[src/rtl/sdram_access_arbiter_if.sv]
// rtl/sdram_access_arbiter_if.sv - client grant handshake and SDRAM glue bundle for the access arbiter
interface sdram_access_arbiter_if;
   logic        iC0_Rd_Req, iC0_Wr_Req, oC0_Rd_Ack, oC0_Wr_Ack, iC0_Rd_Done, iC0_Wr_Done;
   logic        iC1_Rd_Req, iC1_Wr_Req, oC1_Rd_Ack, oC1_Wr_Ack, iC1_Rd_Done, iC1_Wr_Done;
   logic [23:0] iC0_Rd_Addr, iC0_Wr_Addr, iC1_Rd_Addr, iC1_Wr_Addr;
   logic [15:0] iC0_Wr_Data, iC1_Wr_Data, oC0_SDRAM_Data, oC1_SDRAM_Data;
   logic        iC0_SDRAM_Rd_Req, iC0_SDRAM_Wr_Req, oC0_SDRAM_Rd_Done, oC0_SDRAM_Wr_Done;
   logic        iC1_SDRAM_Rd_Req, iC1_SDRAM_Wr_Req, oC1_SDRAM_Rd_Done, oC1_SDRAM_Wr_Done;
   logic [23:0] oSDRAM_Rd_Addr, oSDRAM_Wr_Addr;
   logic [15:0] iSDRAM_Data, oSDRAM_Wr_Data;
   logic        oSDRAM_Rd_Req, oSDRAM_Wr_Req, iSDRAM_Rd_Done, iSDRAM_Wr_Done;
   logic [2:0]  oGrant;
   logic [1:0]  oErr;

   modport slave (
      input  iC0_Rd_Req, iC0_Wr_Req, iC0_Rd_Done, iC0_Wr_Done,
      input  iC1_Rd_Req, iC1_Wr_Req, iC1_Rd_Done, iC1_Wr_Done,
      input  iC0_Rd_Addr, iC0_Wr_Addr, iC0_Wr_Data, iC0_SDRAM_Rd_Req, iC0_SDRAM_Wr_Req,
      input  iC1_Rd_Addr, iC1_Wr_Addr, iC1_Wr_Data, iC1_SDRAM_Rd_Req, iC1_SDRAM_Wr_Req,
      input  iSDRAM_Data, iSDRAM_Rd_Done, iSDRAM_Wr_Done,
      output oC0_Rd_Ack, oC0_Wr_Ack, oC1_Rd_Ack, oC1_Wr_Ack,
      output oC0_SDRAM_Data, oC1_SDRAM_Data,
      output oC0_SDRAM_Rd_Done, oC0_SDRAM_Wr_Done, oC1_SDRAM_Rd_Done, oC1_SDRAM_Wr_Done,
      output oSDRAM_Rd_Addr, oSDRAM_Wr_Addr, oSDRAM_Wr_Data, oSDRAM_Rd_Req, oSDRAM_Wr_Req,
      output oGrant, oErr
   );

   modport master (
      output iC0_Rd_Req, iC0_Wr_Req, iC0_Rd_Done, iC0_Wr_Done,
      output iC1_Rd_Req, iC1_Wr_Req, iC1_Rd_Done, iC1_Wr_Done,
      output iC0_Rd_Addr, iC0_Wr_Addr, iC0_Wr_Data, iC0_SDRAM_Rd_Req, iC0_SDRAM_Wr_Req,
      output iC1_Rd_Addr, iC1_Wr_Addr, iC1_Wr_Data, iC1_SDRAM_Rd_Req, iC1_SDRAM_Wr_Req,
      output iSDRAM_Data, iSDRAM_Rd_Done, iSDRAM_Wr_Done,
      input  oC0_Rd_Ack, oC0_Wr_Ack, oC1_Rd_Ack, oC1_Wr_Ack,
      input  oC0_SDRAM_Data, oC1_SDRAM_Data,
      input  oC0_SDRAM_Rd_Done, oC0_SDRAM_Wr_Done, oC1_SDRAM_Rd_Done, oC1_SDRAM_Wr_Done,
      input  oSDRAM_Rd_Addr, oSDRAM_Wr_Addr, oSDRAM_Wr_Data, oSDRAM_Rd_Req, oSDRAM_Wr_Req,
      input  oGrant, oErr
   );
endinterface

[src/rtl/sdram_access_arbiter.sv]
// rtl/sdram_access_arbiter.sv - round-robin SDRAM access grant arbiter for two read/write clients
module sdram_access_arbiter #(
   parameter logic [23:0] TIMEOUT = 24'd0
) (
   input  logic                  clk,
   input  logic                  rst,
   sdram_access_arbiter_if.slave bus
);
   typedef enum logic [1:0] {IDLE, ACK, GRANT} state_t;

   // Source index ring: 0 C0_WR, 1 C0_RD, 2 C1_WR, 3 C1_RD; bit1 = client, bit0 = read
   state_t      state_q, state_d;
   logic [1:0]  src_q, src_d, ptr_q, ptr_d;
   logic [23:0] wd_cnt_q, wd_cnt_d;
   logic [1:0]  err_q, err_d;
   logic [23:0] rd_addr_q, rd_addr_d, wr_addr_q, wr_addr_d;
   logic [15:0] wr_data_q, wr_data_d;

   logic [3:0]  req;
   logic        in_grant, g_client, g_wr;
   logic        sel_rd_req, sel_wr_req, sel_rd_rel, sel_wr_rel;
   logic [23:0] sel_rd_addr, sel_wr_addr;
   logic [15:0] sel_wr_data;
   logic        release_hit, mismatch, expire;

   assign req         = {bus.iC1_Rd_Req, bus.iC1_Wr_Req, bus.iC0_Rd_Req, bus.iC0_Wr_Req};
   assign in_grant    = (state_q == GRANT);
   assign g_client    = src_q[1];
   assign g_wr        = ~src_q[0];

   assign sel_rd_req  = g_client ? bus.iC1_SDRAM_Rd_Req : bus.iC0_SDRAM_Rd_Req;
   assign sel_wr_req  = g_client ? bus.iC1_SDRAM_Wr_Req : bus.iC0_SDRAM_Wr_Req;
   assign sel_rd_addr = g_client ? bus.iC1_Rd_Addr      : bus.iC0_Rd_Addr;
   assign sel_wr_addr = g_client ? bus.iC1_Wr_Addr      : bus.iC0_Wr_Addr;
   assign sel_wr_data = g_client ? bus.iC1_Wr_Data      : bus.iC0_Wr_Data;
   assign sel_rd_rel  = g_client ? bus.iC1_Rd_Done      : bus.iC0_Rd_Done;
   assign sel_wr_rel  = g_client ? bus.iC1_Wr_Done      : bus.iC0_Wr_Done;

   assign release_hit = in_grant && (g_wr ? sel_wr_rel : sel_rd_rel);
   assign mismatch    = in_grant && (g_wr ? sel_rd_req : sel_wr_req);
   // Expiry lands on the TIMEOUT-th GRANT cycle so the requests drop within it
   assign expire      = in_grant && (TIMEOUT != 24'd0) && (wd_cnt_q == TIMEOUT - 24'd1);

   always_ff @(posedge clk) begin
      if (rst) begin
         state_q   <= IDLE;
         src_q     <= 2'd0;
         ptr_q     <= 2'd0;
         wd_cnt_q  <= 24'd0;
         err_q     <= 2'b00;
         rd_addr_q <= 24'd0;
         wr_addr_q <= 24'd0;
         wr_data_q <= 16'd0;
      end else begin
         state_q   <= state_d;
         src_q     <= src_d;
         ptr_q     <= ptr_d;
         wd_cnt_q  <= wd_cnt_d;
         err_q     <= err_d;
         rd_addr_q <= rd_addr_d;
         wr_addr_q <= wr_addr_d;
         wr_data_q <= wr_data_d;
      end
   end

   always_comb begin
      logic       found;
      logic [1:0] idx;
      state_d  = state_q;
      src_d    = src_q;
      ptr_d    = ptr_q;
      wd_cnt_d = wd_cnt_q;
      err_d    = err_q | {mismatch, expire};
      found    = 1'b0;
      idx      = 2'd0;
      case (state_q)
         IDLE: begin
            for (int i = 0; i < 4; i++) begin
               idx = ptr_q + 2'(i);
               if (!found && req[idx]) begin
                  found = 1'b1;
                  src_d = idx;
               end
            end
            if (found) state_d = ACK;
         end
         ACK: begin
            state_d  = GRANT;
            wd_cnt_d = 24'd0;
         end
         GRANT: begin
            wd_cnt_d = wd_cnt_q + 24'd1;
            if (release_hit || expire) begin
               state_d = IDLE;
               ptr_d   = src_q + 2'd1;
            end
         end
         default: state_d = IDLE;
      endcase
   end

   always_comb begin
      rd_addr_d = rd_addr_q;
      wr_addr_d = wr_addr_q;
      wr_data_d = wr_data_q;
      if (in_grant && !g_wr) rd_addr_d = sel_rd_addr;
      if (in_grant && g_wr) begin
         wr_addr_d = sel_wr_addr;
         wr_data_d = sel_wr_data;
      end
   end

   assign bus.oSDRAM_Rd_Addr    = rd_addr_d;
   assign bus.oSDRAM_Wr_Addr    = wr_addr_d;
   assign bus.oSDRAM_Wr_Data    = wr_data_d;
   assign bus.oSDRAM_Rd_Req     = in_grant && !g_wr && !expire && sel_rd_req;
   assign bus.oSDRAM_Wr_Req     = in_grant &&  g_wr && !expire && sel_wr_req;

   assign bus.oC0_Wr_Ack        = (state_q == ACK) && (src_q == 2'd0);
   assign bus.oC0_Rd_Ack        = (state_q == ACK) && (src_q == 2'd1);
   assign bus.oC1_Wr_Ack        = (state_q == ACK) && (src_q == 2'd2);
   assign bus.oC1_Rd_Ack        = (state_q == ACK) && (src_q == 2'd3);

   assign bus.oC0_SDRAM_Rd_Done = in_grant && !g_wr && !g_client && bus.iSDRAM_Rd_Done;
   assign bus.oC1_SDRAM_Rd_Done = in_grant && !g_wr &&  g_client && bus.iSDRAM_Rd_Done;
   assign bus.oC0_SDRAM_Wr_Done = in_grant &&  g_wr && !g_client && bus.iSDRAM_Wr_Done;
   assign bus.oC1_SDRAM_Wr_Done = in_grant &&  g_wr &&  g_client && bus.iSDRAM_Wr_Done;

   assign bus.oC0_SDRAM_Data    = bus.iSDRAM_Data;
   assign bus.oC1_SDRAM_Data    = bus.iSDRAM_Data;

   assign bus.oGrant            = in_grant ? {1'b1, g_client, g_wr} : 3'b000;
   assign bus.oErr              = err_d;
endmodule

[src/flat_wrapper.sv]
// flat-port wrapper written by rule: the top's interface ports become plain ports
module sdram_access_arbiter_flat 
#(
   parameter logic [23:0] TIMEOUT = 24'd0
)
  (clk, rst, bus_iC0_Rd_Req, bus_iC0_Wr_Req, bus_iC0_Rd_Done, bus_iC0_Wr_Done, bus_iC1_Rd_Req, bus_iC1_Wr_Req, bus_iC1_Rd_Done, bus_iC1_Wr_Done, bus_iC0_Rd_Addr, bus_iC0_Wr_Addr, bus_iC0_Wr_Data, bus_iC0_SDRAM_Rd_Req, bus_iC0_SDRAM_Wr_Req, bus_iC1_Rd_Addr, bus_iC1_Wr_Addr, bus_iC1_Wr_Data, bus_iC1_SDRAM_Rd_Req, bus_iC1_SDRAM_Wr_Req, bus_iSDRAM_Data, bus_iSDRAM_Rd_Done, bus_iSDRAM_Wr_Done, bus_oC0_Rd_Ack, bus_oC0_Wr_Ack, bus_oC1_Rd_Ack, bus_oC1_Wr_Ack, bus_oC0_SDRAM_Data, bus_oC1_SDRAM_Data, bus_oC0_SDRAM_Rd_Done, bus_oC0_SDRAM_Wr_Done, bus_oC1_SDRAM_Rd_Done, bus_oC1_SDRAM_Wr_Done, bus_oSDRAM_Rd_Addr, bus_oSDRAM_Wr_Addr, bus_oSDRAM_Wr_Data, bus_oSDRAM_Rd_Req, bus_oSDRAM_Wr_Req, bus_oGrant, bus_oErr);
  sdram_access_arbiter_if bus_i ();
  input  logic clk;
  input  logic rst;
  input wire logic [$bits(bus_i.iC0_Rd_Req)-1:0] bus_iC0_Rd_Req;
  input wire logic [$bits(bus_i.iC0_Wr_Req)-1:0] bus_iC0_Wr_Req;
  input wire logic [$bits(bus_i.iC0_Rd_Done)-1:0] bus_iC0_Rd_Done;
  input wire logic [$bits(bus_i.iC0_Wr_Done)-1:0] bus_iC0_Wr_Done;
  input wire logic [$bits(bus_i.iC1_Rd_Req)-1:0] bus_iC1_Rd_Req;
  input wire logic [$bits(bus_i.iC1_Wr_Req)-1:0] bus_iC1_Wr_Req;
  input wire logic [$bits(bus_i.iC1_Rd_Done)-1:0] bus_iC1_Rd_Done;
  input wire logic [$bits(bus_i.iC1_Wr_Done)-1:0] bus_iC1_Wr_Done;
  input wire logic [$bits(bus_i.iC0_Rd_Addr)-1:0] bus_iC0_Rd_Addr;
  input wire logic [$bits(bus_i.iC0_Wr_Addr)-1:0] bus_iC0_Wr_Addr;
  input wire logic [$bits(bus_i.iC0_Wr_Data)-1:0] bus_iC0_Wr_Data;
  input wire logic [$bits(bus_i.iC0_SDRAM_Rd_Req)-1:0] bus_iC0_SDRAM_Rd_Req;
  input wire logic [$bits(bus_i.iC0_SDRAM_Wr_Req)-1:0] bus_iC0_SDRAM_Wr_Req;
  input wire logic [$bits(bus_i.iC1_Rd_Addr)-1:0] bus_iC1_Rd_Addr;
  input wire logic [$bits(bus_i.iC1_Wr_Addr)-1:0] bus_iC1_Wr_Addr;
  input wire logic [$bits(bus_i.iC1_Wr_Data)-1:0] bus_iC1_Wr_Data;
  input wire logic [$bits(bus_i.iC1_SDRAM_Rd_Req)-1:0] bus_iC1_SDRAM_Rd_Req;
  input wire logic [$bits(bus_i.iC1_SDRAM_Wr_Req)-1:0] bus_iC1_SDRAM_Wr_Req;
  input wire logic [$bits(bus_i.iSDRAM_Data)-1:0] bus_iSDRAM_Data;
  input wire logic [$bits(bus_i.iSDRAM_Rd_Done)-1:0] bus_iSDRAM_Rd_Done;
  input wire logic [$bits(bus_i.iSDRAM_Wr_Done)-1:0] bus_iSDRAM_Wr_Done;
  output wire logic [$bits(bus_i.oC0_Rd_Ack)-1:0] bus_oC0_Rd_Ack;
  output wire logic [$bits(bus_i.oC0_Wr_Ack)-1:0] bus_oC0_Wr_Ack;
  output wire logic [$bits(bus_i.oC1_Rd_Ack)-1:0] bus_oC1_Rd_Ack;
  output wire logic [$bits(bus_i.oC1_Wr_Ack)-1:0] bus_oC1_Wr_Ack;
  output wire logic [$bits(bus_i.oC0_SDRAM_Data)-1:0] bus_oC0_SDRAM_Data;
  output wire logic [$bits(bus_i.oC1_SDRAM_Data)-1:0] bus_oC1_SDRAM_Data;
  output wire logic [$bits(bus_i.oC0_SDRAM_Rd_Done)-1:0] bus_oC0_SDRAM_Rd_Done;
  output wire logic [$bits(bus_i.oC0_SDRAM_Wr_Done)-1:0] bus_oC0_SDRAM_Wr_Done;
  output wire logic [$bits(bus_i.oC1_SDRAM_Rd_Done)-1:0] bus_oC1_SDRAM_Rd_Done;
  output wire logic [$bits(bus_i.oC1_SDRAM_Wr_Done)-1:0] bus_oC1_SDRAM_Wr_Done;
  output wire logic [$bits(bus_i.oSDRAM_Rd_Addr)-1:0] bus_oSDRAM_Rd_Addr;
  output wire logic [$bits(bus_i.oSDRAM_Wr_Addr)-1:0] bus_oSDRAM_Wr_Addr;
  output wire logic [$bits(bus_i.oSDRAM_Wr_Data)-1:0] bus_oSDRAM_Wr_Data;
  output wire logic [$bits(bus_i.oSDRAM_Rd_Req)-1:0] bus_oSDRAM_Rd_Req;
  output wire logic [$bits(bus_i.oSDRAM_Wr_Req)-1:0] bus_oSDRAM_Wr_Req;
  output wire logic [$bits(bus_i.oGrant)-1:0] bus_oGrant;
  output wire logic [$bits(bus_i.oErr)-1:0] bus_oErr;
  assign bus_i.iC0_Rd_Req = bus_iC0_Rd_Req;
  assign bus_i.iC0_Wr_Req = bus_iC0_Wr_Req;
  assign bus_i.iC0_Rd_Done = bus_iC0_Rd_Done;
  assign bus_i.iC0_Wr_Done = bus_iC0_Wr_Done;
  assign bus_i.iC1_Rd_Req = bus_iC1_Rd_Req;
  assign bus_i.iC1_Wr_Req = bus_iC1_Wr_Req;
  assign bus_i.iC1_Rd_Done = bus_iC1_Rd_Done;
  assign bus_i.iC1_Wr_Done = bus_iC1_Wr_Done;
  assign bus_i.iC0_Rd_Addr = bus_iC0_Rd_Addr;
  assign bus_i.iC0_Wr_Addr = bus_iC0_Wr_Addr;
  assign bus_i.iC0_Wr_Data = bus_iC0_Wr_Data;
  assign bus_i.iC0_SDRAM_Rd_Req = bus_iC0_SDRAM_Rd_Req;
  assign bus_i.iC0_SDRAM_Wr_Req = bus_iC0_SDRAM_Wr_Req;
  assign bus_i.iC1_Rd_Addr = bus_iC1_Rd_Addr;
  assign bus_i.iC1_Wr_Addr = bus_iC1_Wr_Addr;
  assign bus_i.iC1_Wr_Data = bus_iC1_Wr_Data;
  assign bus_i.iC1_SDRAM_Rd_Req = bus_iC1_SDRAM_Rd_Req;
  assign bus_i.iC1_SDRAM_Wr_Req = bus_iC1_SDRAM_Wr_Req;
  assign bus_i.iSDRAM_Data = bus_iSDRAM_Data;
  assign bus_i.iSDRAM_Rd_Done = bus_iSDRAM_Rd_Done;
  assign bus_i.iSDRAM_Wr_Done = bus_iSDRAM_Wr_Done;
  assign bus_oC0_Rd_Ack = bus_i.oC0_Rd_Ack;
  assign bus_oC0_Wr_Ack = bus_i.oC0_Wr_Ack;
  assign bus_oC1_Rd_Ack = bus_i.oC1_Rd_Ack;
  assign bus_oC1_Wr_Ack = bus_i.oC1_Wr_Ack;
  assign bus_oC0_SDRAM_Data = bus_i.oC0_SDRAM_Data;
  assign bus_oC1_SDRAM_Data = bus_i.oC1_SDRAM_Data;
  assign bus_oC0_SDRAM_Rd_Done = bus_i.oC0_SDRAM_Rd_Done;
  assign bus_oC0_SDRAM_Wr_Done = bus_i.oC0_SDRAM_Wr_Done;
  assign bus_oC1_SDRAM_Rd_Done = bus_i.oC1_SDRAM_Rd_Done;
  assign bus_oC1_SDRAM_Wr_Done = bus_i.oC1_SDRAM_Wr_Done;
  assign bus_oSDRAM_Rd_Addr = bus_i.oSDRAM_Rd_Addr;
  assign bus_oSDRAM_Wr_Addr = bus_i.oSDRAM_Wr_Addr;
  assign bus_oSDRAM_Wr_Data = bus_i.oSDRAM_Wr_Data;
  assign bus_oSDRAM_Rd_Req = bus_i.oSDRAM_Rd_Req;
  assign bus_oSDRAM_Wr_Req = bus_i.oSDRAM_Wr_Req;
  assign bus_oGrant = bus_i.oGrant;
  assign bus_oErr = bus_i.oErr;
  sdram_access_arbiter #(.TIMEOUT(TIMEOUT)) u_core (.clk(clk), .rst(rst), .bus(bus_i));
endmodule
[config.mk]
export PLATFORM = sky130hd
export DESIGN_NAME = sdram_access_arbiter_flat
export DESIGN_NICKNAME = d
export VERILOG_FILES = /design/src/rtl/sdram_access_arbiter_if.sv /design/src/rtl/sdram_access_arbiter.sv /design/src/flat_wrapper.sv
export SDC_FILE = /design/constraint.sdc
export NUM_CORES = 1
export LEC_CHECK = 0
export BUFFER_PORTS_ARGS = -buffer_cell sky130_fd_sc_hd__buf_2
export CAP_MARGIN = 5
export CORE_MARGIN = 2
export CORE_UTILIZATION = 35
export DETAILED_ROUTE_END_ITERATION = 7
export PLACE_DENSITY = 0.69
export REMOVE_ABC_BUFFERS = 1
export SYNTH_ARGS = -nofsm -noshare
export SYNTH_HDL_FRONTEND = slang
export SYNTH_SLANG_ARGS = --single-unit
[constraint.sdc]
create_clock -name clk -period 3.9 [get_ports clk]
set_clock_uncertainty 0.2 [all_clocks]
set_input_delay 0 -clock clk [delete_from_list [all_inputs] [get_ports clk]]
set_output_delay 0 -clock clk [all_outputs]
set_load 0.05 [all_outputs]
### Word-level counts from Yosys, hierarchy flattened

Index checks and enable logic that the tools add are counted.

| operators by class | value |
|---|---|
| muxes and demuxes | 36 |
| equal/unequal tests | 7 |
| reductions and logical operators | 31 |
| add/sub/neg operators | 4 |
| bitwise gates (word level) | 2 |
| $lt $le $gt $ge | 4 |

Operators with widths:

| kind | count |
|---|---|
| $mux 24 | 4 |
| $mux 16 | 2 |
| $logic_and 1x1->1 | 21 |
| $mux 1 | 18 |
| $lt 2x3->1 const B | 4 |
| $mux 2 | 6 |
| $bmux 1 s2 | 4 |
| $eq 2x2->1 const B | 3 |
| $pmux 2 s3 | 1 |
| $reduce_and 2->1 | 3 |
| $add 2x1->2 const B | 2 |
| $add 2x2->2 const B | 2 |
| $eq 2x1->1 const B | 2 |
| $logic_not 1->1 | 4 |
| $logic_not 2->1 | 2 |
| $reduce_bool 4->1 | 1 |
| $mux 3 | 1 |
| $ne 2x1->1 const B | 1 |
| $ne 2x2->1 const B | 1 |
| $or 2x2->2 | 1 |
| $not 1->1 | 1 |

| storage, ports and cells | value |
|---|---|
| register bits | 72 |
| logic and storage cells | 91 |
| input bits | 160 |
| output and inout port bits | 111 |

### Logic depth before layout (Yosys ltp)

Gate-level depths: netlist of the first run.

| logic depth | value |
|---|---|
| depth in word-level cells | 18 |
| mapped depth | 7 |

### Least setup slack after synthesis of the first run

Ideal clock, no wire load.

| path | value |
|---|---|
| path type | flip-flop to flip-flop |
| from | register u_core.src_q[0] |
| to | register u_core.rd_addr_q[0] |
| library setup time | 0.069 ns |
| required time | 3.631 ns |
| arrival time | 2.227 ns |
| stages on the path, launching flop included | 6 |
| path buffers | 2 |
| period minus slack after synthesis | 2.497 ns |
| setup slack | 1.403 ns |
| path through | dfxtp_1 > buf_2 > nand3b_1 > clkbuf_1 > o21ai_0 > nor2b_1 |

| between the ends | value |
|---|---|
| cells in the longest elaborated chain, start to end | 2 |

RTL lines:

| element | line | source |
|---|---|---|
| start, declared | sdram_access_arbiter.sv:13 | `logic [1:0] src_q, src_d, ptr_q, ptr_d;` |
| start signal, assigned | sdram_access_arbiter.sv:56 | `src_q <= src_d;` |
| $logic_and 1x1->1 | sdram_access_arbiter.sv:106 | `if (in_grant && !g_wr) rd_addr_d = sel_rd_addr;` |
| $mux 24 | sdram_access_arbiter.sv:106 |  |
| named net bus_oSDRAM_Rd_Addr[0] | flat_wrapper.sv:41 | `output wire logic [$bits(bus_i.oSDRAM_Rd_Addr)-1:0] bus_oSDRAM_Rd_Addr;` |
| end signal, assigned | sdram_access_arbiter.sv:60 | `rd_addr_q <= rd_addr_d;` |
| end, declared | sdram_access_arbiter.sv:16 | `logic [23:0] rd_addr_q, rd_addr_d, wr_addr_q, wr_addr_d;` |

The timed path passes the listed nets, and every way through them passes these cells.
A chain may end at the register's enable or synchronous reset.

### Worst setup path in the final report of the first run

| path | value |
|---|---|
| from | register u_core.src_q[1] |
| to | output bus_oSDRAM_Wr_Addr[4] |

| between the ends | value |
|---|---|
| cells in the longest elaborated chain, start to end | 2 |

RTL lines:

| element | line | source |
|---|---|---|
| $mux 24 | sdram_access_arbiter.sv:34 | `assign sel_wr_addr = g_client ? bus.iC1_Wr_Addr : bus.iC0_Wr_Addr;` |
| $mux 24 | sdram_access_arbiter.sv:107 | `if (in_grant && g_wr) begin` |
| end, declared | flat_wrapper.sv:42 | `output wire logic [$bits(bus_i.oSDRAM_Wr_Addr)-1:0] bus_oSDRAM_Wr_Addr;` |

No other way between the ends.

==> results of run 1 <==
[critical path, stage by stage (launching register included)]
cell,delay (ns)
dfxtp_4,0.90
buf_4,0.50
mux2i_1,0.13
dlygate4sd3_1,0.59
a21oi_1,0.22
buf_2,0.30
[metrics by stage]
step                TNS [ns]  area, um2  total power [mW]
floorplan            -149.02       3540              1.39
global placement           0       4880              1.57
detailed placement         0       4880              1.58
CTS                        0       6650              2.69
global route               0       6650              2.81
finish                     0       6650              2.69
[power by group]
| part | leakage, nW | switching, mW | internal (mW) |
|---|---|---|---|
| Combinational | 2.31 | 0.612 | 0.399 |
| Sequential | 0.578 | 0.0509 | 0.772 |
| Clock | 0.148 | 0.300 | 0.557 |
[state kept, by name (all words and copies together) (netlist names)]
name              count
u_core.rd_addr_q     24
u_core.wr_addr_q     24
u_core.wr_data_q     16
u_core.ptr_q          2
u_core.src_q          2
u_core.state_q        2
u_core.err_q          1
[cell families after synthesis]
logic type                 synth area share
AOI/OAI and AO/OA                     0.131
other                              0.000944
muxes                                 0.179
and+or+nand+nor                       0.202
DFF                                   0.358
adders and majority gates            0.0126
buffers and inverters                 0.116
[cell type report]
cell class,instances,area share
clock buffer,10,0.0344
clock inverter,6,0.0128
multi-input combinational,312,0.315
tap,140,0.0263
inverter,8,0.00451
sequential,71,0.214
timing repair buffer,371,0.392
[cells in the mapped netlist (2+ instances only)]
library cell and count:
buf_2 10, clkbuf_1 10, o22ai_1 3, nor2_1 51
buf_4 43, o21ai_0 27, nand3b_1 2, a21oi_2 27
nor3_1 3, a21oi_1 16, nand2_1 26, nor2b_1 69
ha_1 4, dfxtp_1 71, inv_1 8, mux2i_1 70
and2_1 4
[worst max-delay path by stage]
stage	from	end	slack, ns
detailed placement	u_core.src_q[1]$_SDFFE_PP0P_	u_core.wr_data_q[4]$_SDFF_PP0_	1.66
global route	u_core.src_q[1]$_SDFFE_PP0P_	bus_oSDRAM_Wr_Addr[4]	0.58
finish	u_core.src_q[1]$_SDFFE_PP0P_	bus_oSDRAM_Wr_Addr[4]	0.69
CTS	u_core.src_q[1]$_SDFFE_PP0P_	bus_oSDRAM_Wr_Addr[10]	0.79
floorplan	u_core.src_q[0]$_SDFFE_PP0P_	u_core.wr_addr_q[0]$_SDFF_PP0_	-2.30
global placement	u_core.src_q[1]$_SDFFE_PP0P_	bus_oSDRAM_Wr_Addr[10]	1.73
[routing by layer]
metal | global-route usage | up-vias | share of wire
met3 | 0.0554 | 25 | 0.067
met4 | 0.0792 | 0 | 0.023
met2 | 0.385 | 191 | 0.50
li1 | - | 2115 | -
met1 | 0.237 | 1990 | 0.41
met5 | 0 | - | 0
==> flow_metrics.py, run 1 <==
metrics = {
    "power": {
        "ir_drop_v": 0.000231,
        "p_leak_nw": 3.04,
        "power_density_mw_per_mm2": 405,
    },
    "clock_tree": {
        "h-tree-depth": 3,
        "numCtsBuffers": 9,
        "clkLatencyLatePin_ns": 0.32,
        "clkTransAtPathRegs_ns": 0.06,
        "cts_buffer_depth": 2,
        "tritoncts": "yes",
        "holdBufCountCts": 146,
        "post_cts_buffers": 0,
        "clkSinkCount": 71,
        "cts_resized": 0,
        "cts-root-buf": "clkbuf_16",
    },
    "critical_path": {
        "regToRegSetupSlack_ns": 1.01,
        "r2r-end": "u_core.src_q[1]$_SDFFE_PP0P_",
        "critPathKind": "flip-flop to output pin",
        "worst-endpoint-arrival_ns": 3.01,
        "rr_worst_depth": 7,
        "start_kind": "flip-flop",
        "crit_required_ns": 3.70,
        "cp_max_fo": 51,
        "timing.rr.start": "u_core.ptr_q[1]$_SDFFE_PP0P_",
        "end_kind": "output pin",
    },
    "layout": {
        "drive_above_1_share": 0.348,
        "final_common_cell": "buf_2",
        "finish.utilization": 0.608,
        "fin_cells": 918,
        "multi_input_area_mm2": 0.00210,
        "insertedDiodeCount": 0,
        "area_growth_pct": 67.5,
        "seqCellArea_mm2": 0.00143,
        "nets": 937,
        "fill_cells": 917,
        "mostFrequentLayoutCells": "buf_2, dlygate4sd3_1, mux2i_1, dfxtp_1, nor2b_1",
    },
    "hold_path": {
        "hold_depth": 4,
        "whs_endpoint": "u_core.rd_addr_q[14]$_SDFF_PP0_",
        "min_from": "bus_iC1_Rd_Addr[14]",
        "hold_path.class": "primary input to flip-flop",
    },
    "yosys": {
        "synth_area_leader_cell": "dfxtp_1",
        "synth_top_area_share": 0.358,
        "ys_ff_latch": 71,
        "yosys_warnings": 0,
        "avgSynthCellArea_um2": 8.71,
        "yosysSeqAreaShare": 0.358,
        "synthFlopType": "dfxtp_1",
        "synth_cell_types": 29,
        "synth_area_mm2": 0.00397,
        "synthesis.instances": 456,
        "synth_edf_count": 0,
        "ys_top_cells_by_area": "dfxtp_1, mux2i_1, nor2b_1, buf_4, a21oi_2",
        "async_reset_ff_frac": 0,
    },
    "sta": {
        "fin_crit_ns": 3.21,
        "finalHoldViolCount": 0,
        "fin_crit_sh": 0.824,
        "whs_ns": 0.00718,
        "setup_viol": 0,
        "drv_slew": 0,
        "slew_headroom": 0.259,
        "worstMarginPinSlew_ns": 1.11,
        "setup_slack_ns": 0.687,
        "fmax_ghz": 0.311,
        "rsz0062_at_grt": "no",
    },
    "global_route": {
        "grt_max_degree": 75,
        "gr-total-overflow": 0,
        "track_usage": 0.212,
        "grt_antenna_before_repair": 0,
        "grt_pass1_wl_um": 21300,
        "grt_pass1_vias": 4537,
    },
    "route": {
        "route.detailed.drc": 0,
        "drt.antenna.violating_nets": 0,
        "vias": 4321,
        "wl_per_cell_um": 14.7,
        "drt-initial-drc-count": 229,
        "via_per_inst": 4.71,
        "drt_wl_total_um": 13500,
        "firstDrtPassIters": 4,
    },
    "run_status": {
        "status": "finished, final reports clean",
    },
    "floorplan": {
        "core_mm2": 0.0109,
        "row_count": 38,
        "ios": 271,
        "die_x_um": 111,
        "dieArea_mm2": 0.0122,
        "start_util": 0.363,
        "die_h_um": 111,
    },
    "place": {
        "place_congestion": 0.828,
        "placed_cells": 756,
        "dpl.hpwl_um": 7510,
        "io_buffer_count": 221,
        "pre_cts_slack_ns": 1.66,
    },
    "job": {
        "maxCapViolations": 0,
    },
}
(Power assumes the default switching activity.)
==> run 2, diff against run 1 <==
- PLACE_DENSITY: 0.69 -> 0.72
- clock period: 3.9 -> 2.9 ns (I/O delays scaled with it)
==> flow_metrics.py, run 2 (same netlist as run 1, synthesis figures left out) <==
metrics = {
    "layout": {
        "fill_cells": 859,
        "seqCellArea_mm2": 0.00143,
        "drive_above_1_share": 0.347,
        "final_common_cell": "buf_2",
        "mostFrequentLayoutCells": "buf_2, dlygate4sd3_1, mux2i_1, dfxtp_1, nor2b_1",
        "finish.utilization": 0.615,
        "design_area_mm2": 0.00673,
        "area_growth_pct": 69.4,
        "multi_input_area_mm2": 0.00210,
        "insertedDiodeCount": 0,
        "reg_top3": "u_core.rd_addr_q: 24 flops, u_core.wr_addr_q: 24 flops, u_core.wr_data_q: 16 flops",
        "nets": 948,
    },
    "critical_path": {
        "cp_cell_sequence": "buf_12 > mux2i_1 > nor2b_1 > or3_1 > dlygate4sd3_1 > nor2b_1",
        "worst-endpoint-arrival_ns": 2.80,
        "critical-path-slowest-cell": "dfxtp_4",
        "worst_path_most_repeated_cell": "nor2b_1",
        "cp_max_fo": 30,
        "cpPeakStageDelay_ns": 0.75,
        "timing.rr.start": "u_core.src_q[1]$_SDFFE_PP0P_",
        "end_kind": "flip-flop",
        "crit_required_ns": 2.90,
        "cp-startpoint": "u_core.src_q[1]$_SDFFE_PP0P_",
        "critPathKind": "flip-flop to flip-flop",
        "start_kind": "flip-flop",
    },
    "place": {
        "pre_cts_slack_ns": 0.707,
        "placed_cell_area_mm2": 0.00490,
        "place_congestion": 0.860,
        "io_buffer_count": 221,
        "dpl.hpwl_um": 7840,
    },
    "job": {
        "maxCapViolations": 0,
    },
    "sta": {
        "tns_ns": 0,
        "worstMarginPinSlew_ns": 1.15,
        "fin_crit_ns": 2.81,
        "whs_ns": 0.0403,
        "drv_slew": 0,
        "fin_crit_sh": 0.968,
        "slew_headroom": 0.228,
        "setup_slack_ns": 0.0921,
        "setup_viol": 0,
        "fmax_ghz": 0.356,
        "finalHoldViolCount": 0,
    },
    "floorplan": {
        "ios": 271,
        "die_x_um": 111,
        "row_count": 38,
        "start_util": 0.363,
        "core_mm2": 0.0109,
        "dieArea_mm2": 0.0122,
        "die_h_um": 111,
    },
    "global_route": {
        "grt_pass1_wl_um": 22600,
        "grt_antenna_before_repair": 0,
        "grt_pass1_vias": 4672,
        "track_usage": 0.227,
        "grt_max_degree": 61,
        "gr-total-overflow": 0,
    },
    "route": {
        "drt_wl_total_um": 14600,
        "wl_per_cell_um": 15.7,
        "drt-initial-drc-count": 288,
        "vias": 4484,
        "firstDrtPassIters": 7,
        "drt.antenna.violating_nets": 0,
        "via_per_inst": 4.83,
        "route.detailed.drc": 0,
    },
    "run_status": {
        "status": "finished, final reports clean",
    },
    "power": {
        "internal_power_mw": 2.19,
        "pwr-share-seq": 0.313,
        "p_leak_nw": 3.14,
        "power_density_mw_per_mm2": 520,
        "ir_drop_v": 0.000271,
        "power.switching_mw": 1.31,
        "swShare": 0.374,
        "p_comb_frac": 0.395,
        "clock_power_share": 0.291,
    },
    "clock_tree": {
        "numCtsBuffers": 9,
        "clkLatencyLatePin_ns": 0.32,
        "clkTransAtPathRegs_ns": 0.06,
        "tritoncts": "yes",
        "h-tree-depth": 3,
        "cts_buffer_depth": 2,
        "cts-root-buf": "clkbuf_16",
        "cts_resized": 0,
        "clkSinkCount": 71,
    },
    "hold_path": {
        "min_from": "bus_iC1_Rd_Req",
        "hold_path.class": "primary input to flip-flop",
    },
}
## run 2: cell types whose count changed in the layout (fill, tap and decap cells not counted), sizes merged
cell         before  now
buf             225  229
clkbuf           10   13
dlygate4sd3     146  153
inv               8    9
bufinv            2    0
clkinvlp          2    0
## run 2: per-layer routing
layer | part of all wire | global-route usage
met5 | 0 | 0
met4 | 0.019 | 0.0808
met3 | 0.086 | 0.0670
met2 | 0.49 | 0.399
met1 | 0.40 | 0.260
## run 2: area by class of cell
cell class,count,area share
Sequential cell,71,0.212
Clock buffer,13,0.0387
Timing Repair Buffer,382,0.405
Clock inverter,3,0.00242
Tap cell,140,0.0260
Inverter,8,0.00446
Multi-Input combinational cell,312,0.312
## run 2: repair_timing
item                                    CTS  global route
endpoints found under the setup margin    0            24
hold buffers                            153             0
hold endpoints to repair                103             0
buffers inserted                          0             1
## run 2: through the flow
stage	instances	total power, mW
2_1_floorplan	391	1.88
4_1_cts	928	3.47
5_1_grt	929	3.64
6_report	929	3.50
3_5_place_dp	759	2.14
3_3_place_gp	759	2.13
## run 2: power by group through the flow
stage / registers (mW) / logic [mW] / clock network (mW)
after global routing: 1.10 / 1.46 / 1.08
after CTS: 1.11 / 1.31 / 1.05
final: 1.10 / 1.38 / 1.02
after global placement: 1.13 / 0.999 / 0
after detailed placement: 1.13 / 1.01 / 0
after floorplan: 1.12 / 0.754 / 0
## run 2: final timing paths
path                            cells past startpoint  slack [ns]                           end
worst max-delay path                                6        0.09    u_core.err_q[1]$_SDFF_PP0_
worst min-delay path                                4        0.04  u_core.src_q[0]$_SDFFE_PP0P_
worst max register to register                      6        0.09    u_core.err_q[1]$_SDFF_PP0_
worst min register to register                      2        0.36  u_core.ptr_q[0]$_SDFFE_PP0P_
## run 2: worst max-delay path: cells and delay by family (launching register included)
family,cells,cell delay (ns)
buffers and inverters,2,0.88
flip-flops,1,0.75
AND/OR/NAND/NOR,3,0.55
multiplexers,1,0.26
==> run 3, diff against run 2 <==
- CORE_MARGIN: 2 -> default
- HOLD_SLACK_MARGIN: default -> 0.03
==> flow_metrics.py, run 3 <==
metrics = {
    "floorplan": {
        "die_x_um": 109,
        "row_count": 38,
        "start_util": 0.363,
        "ios": 271,
        "die_h_um": 109,
    },
    "clock_tree": {
        "h-tree-depth": 3,
        "numCtsBuffers": 9,
        "cts-root-buf": "clkbuf_16",
        "post_cts_buffers": 0,
        "clkSinkCount": 71,
        "cts_resized": 0,
        "holdBufCountCts": 155,
        "cts_buffer_depth": 2,
    },
    "yosys": {
        "synth_edf_count": 0,
        "synth.area.mux_share": 0.179,
        "ys_top_cells_by_area": "dfxtp_1, mux2i_1, nor2b_1, buf_4, a21oi_2",
        "synth_common_cells": "dfxtp_1, mux2i_1, nor2b_1",
        "synth_area_leader_cell": "dfxtp_1",
        "synth_top_area_share": 0.358,
        "synth-xor-area-share": 0,
        "synth_fa_ha_area_frac": 0.0126,
        "synthFlopType": "dfxtp_1",
        "yosys_warnings": 0,
        "synth_compound_area_frac": 0.131,
        "synth.most_common_cell": "dfxtp_1",
        "synth_area_mm2": 0.00397,
        "synthesis.instances": 456,
        "avgSynthCellArea_um2": 8.71,
        "yosysSeqAreaShare": 0.358,
        "synth_top_family_by_area": "simple AND/OR/NAND/NOR gates",
        "yosys.area_share.simple": 0.202,
        "async_reset_ff_frac": 0,
        "synth_cell_types": 29,
        "ys_ff_latch": 71,
    },
    "place": {
        "dpl.hpwl_um": 7490,
        "io_buffer_count": 221,
        "pre_cts_slack_ns": 0.807,
        "placed_cells": 757,
        "place_congestion": 0.827,
    },
    "run_status": {
        "firstError": "[ERROR RSZ-0060] Max buffer count reached.",
        "lastStage": "4_1_cts",
        "status": "aborted with a tool error",
    },
}
run 3: cells by family after synthesis:
family / count (synthesis)
fa+ha+maj: 4
mux: 71
flops: 71
simple gates: 158
other cells: 1
buf+inv: 73
compound gates: 78
run 3: stage by stage:
step	TNS [ns]	instance area (um2)	util	hold slack [ns]
detailed placement	0	4880	0.447	-0.199
floorplan	-291.89	3540	-	-0.200
global placement	0	4880	0.447	-0.199
==> run 4, diff against run 3 <==
- CORE_UTILIZATION: 35 -> 20
- HOLD_SLACK_MARGIN: 0.03 -> default
- PLACE_DENSITY: 0.72 -> default
- PLACE_DENSITY_LB_ADDON: default -> 0.15
- clock period: 2.9 -> 3.75 ns (I/O delays scaled with it)
==> flow_metrics.py, run 4 (same netlist as run 1, synthesis figures left out) <==
metrics = {
    "layout": {
        "seqCellArea_mm2": 0.00143,
        "reg_top3": "u_core.rd_addr_q: 24 flops, u_core.wr_addr_q: 24 flops, u_core.wr_data_q: 16 flops",
        "area_growth_pct": 73.6,
        "finish.utilization": 0.354,
        "design_area_mm2": 0.00689,
        "mostFrequentLayoutCells": "buf_2, dlygate4sd3_1, mux2i_1, dfxtp_1, nor2b_1",
        "fill_cells": 2045,
        "multi_input_area_mm2": 0.00210,
        "nets": 945,
        "final_common_cell": "buf_2",
        "drive_above_1_share": 0.344,
        "insertedDiodeCount": 0,
    },
    "power": {
        "power_density_mw_per_mm2": 407,
        "p_comb_frac": 0.372,
        "clock_power_share": 0.323,
        "internal_power_mw": 1.82,
        "swShare": 0.353,
        "ir_drop_v": 0.000198,
        "p_leak_nw": 3.09,
        "power.switching_mw": 0.990,
        "pwr-share-seq": 0.305,
    },
    "global_route": {
        "grt_pass1_vias": 4029,
        "grt_max_degree": 85,
        "grt_pass1_wl_um": 19000,
        "grt_antenna_before_repair": 0,
        "track_usage": 0.117,
        "gr-total-overflow": 0,
    },
    "clock_tree": {
        "clkLatencyLatePin_ns": 0.33,
        "cts_buffer_depth": 2,
        "post_cts_buffers": 0,
        "numCtsBuffers": 9,
        "h-tree-depth": 3,
        "clkTransAtPathRegs_ns": 0.06,
        "cts-root-buf": "clkbuf_16",
        "cts_resized": 0,
        "clkSinkCount": 71,
        "tritoncts": "yes",
    },
    "place": {
        "place_congestion": 0.689,
        "placed_cell_area_mm2": 0.00503,
        "dpl.hpwl_um": 7710,
        "io_buffer_count": 221,
    },
    "floorplan": {
        "ios": 271,
        "die_h_um": 143,
        "dieArea_mm2": 0.0204,
        "start_util": 0.204,
        "row_count": 51,
        "core_mm2": 0.0195,
        "die_x_um": 143,
    },
    "route": {
        "drt.antenna.violating_nets": 0,
        "drt-initial-drc-count": 72,
        "drt_wl_total_um": 12300,
        "firstDrtPassIters": 4,
        "via_per_inst": 4.02,
        "wl_per_cell_um": 11.7,
        "vias": 4226,
        "route.detailed.drc": 0,
    },
    "sta": {
        "slew_headroom": 0.308,
        "setup_viol": 0,
        "fin_crit_sh": 0.864,
        "fmax_ghz": 0.309,
        "drv_slew": 0,
        "fin_crit_ns": 3.24,
        "worstMarginPinSlew_ns": 1.04,
        "finalHoldViolCount": 0,
        "rsz0062_at_grt": "no",
    },
    "hold_path": {
        "whs_endpoint": "u_core.wr_addr_q[8]$_SDFF_PP0_",
        "min_from": "rst",
        "hold_depth": 2,
        "hold_path.class": "primary input to flip-flop",
    },
    "critical_path": {
        "cpPeakStageDelay_ns": 0.89,
        "cp_max_fo": 50,
        "crit_required_ns": 3.76,
        "critical-path-top-delay-family": "buffers and inverters",
        "r2r-end": "u_core.err_q[1]$_SDFF_PP0_",
        "cp_cell_sequence": "mux2i_1 > dlygate4sd3_1 > nor2_1 > or3_1 > dlygate4sd3_1 > nor2b_1",
        "worst-endpoint-arrival_ns": 3.24,
        "path_buf_inv": 2,
        "rr_worst_depth": 6,
        "timing.rr.start": "u_core.src_q[1]$_SDFFE_PP0P_",
        "regToRegSetupSlack_ns": 0.51,
        "worst_path_most_repeated_cell": "dlygate4sd3_1",
        "critical-path-slowest-cell": "dfxtp_4",
        "end_kind": "flip-flop",
        "critPathKind": "flip-flop to flip-flop",
        "start_kind": "flip-flop",
    },
    "job": {
        "maxCapViolations": 0,
    },
    "run_status": {
        "status": "finished, final reports clean",
    },
}
## run 4: worst reg2reg max path: stages (launching register included)
cell and delay [ns]:
dfxtp_4 0.89, mux2i_1 0.37, dlygate4sd3_1 0.58, nor2_1 0.04, or3_1 0.36, dlygate4sd3_1 0.56, nor2b_1 0.12
## run 4: cell type report
| class | count | area share |
|---|---|---|
| multi-input cells | 312 | 0.304 |
| flip-flops and latches | 71 | 0.207 |
| inverters | 8 | 0.00436 |
| clock buffers | 14 | 0.0414 |
| repair buffers | 379 | 0.390 |
| clock inverters | 2 | 0.00508 |
| well taps | 265 | 0.0481 |
## run 4: per-layer routing
layer	vias up	share of wire	routed length, um	GRT usage
met1	1935	0.44	5340	0.131
met5	-	0	0	0
met4	0	0.010	123	0.0340
met2	144	0.48	5850	0.208
li1	2138	-	-	-
met3	9	0.077	946	0.0419
## run 4: per-stage QoR
step / power [mW] / instances / worst slack (ns) / setup TNS [ns] / hold slack, ns
detailed placement: 1.66 / 881 / 1.42 / 0 / -0.199
floorplan: 1.45 / 391 / -2.45 / -169.39 / -0.200
CTS: 2.86 / 1051 / 0.523 / 0 / 0.0215
finish: 2.81 / 1051 / 0.512 / 0 / 0.0148
global placement: 1.66 / 881 / 1.48 / 0 / -0.199
global route: 2.96 / 1051 / 0.389 / 0 / 0.0573
## run 4: power groups by stage
| stage | Clock [mW] | Sequential, mW | Combinational, mW |
|---|---|---|---|
| after global routing | 0.976 | 0.864 | 1.12 |
| after detailed placement | 0 | 0.872 | 0.788 |
| after global placement | 0 | 0.869 | 0.786 |
| after floorplan | 0 | 0.867 | 0.583 |
| final | 0.908 | 0.856 | 1.04 |
| after CTS | 0.956 | 0.856 | 1.05 |
## run 4: worst max path at each step
stage / end / cells after the start / startpoint
final: u_core.err_q[1]$_SDFF_PP0_ / 6 / u_core.src_q[1]$_SDFFE_PP0P_
after global routing: bus_oSDRAM_Wr_Addr[1] / 5 / u_core.src_q[1]$_SDFFE_PP0P_
after CTS: u_core.err_q[1]$_SDFF_PP0_ / 6 / u_core.src_q[1]$_SDFFE_PP0P_
after detailed placement: u_core.wr_addr_q[20]$_SDFF_PP0_ / 4 / u_core.src_q[1]$_SDFFE_PP0P_
after global placement: u_core.wr_addr_q[17]$_SDFF_PP0_ / 4 / u_core.src_q[1]$_SDFFE_PP0P_
after floorplan: u_core.wr_addr_q[0]$_SDFF_PP0_ / 3 / u_core.src_q[0]$_SDFFE_PP0P_
## run 4: repair_timing
action,in CTS,in global routing
hold endpoints to repair,99,0
hold buffers,154,0
endpoints found under the setup margin,0,0
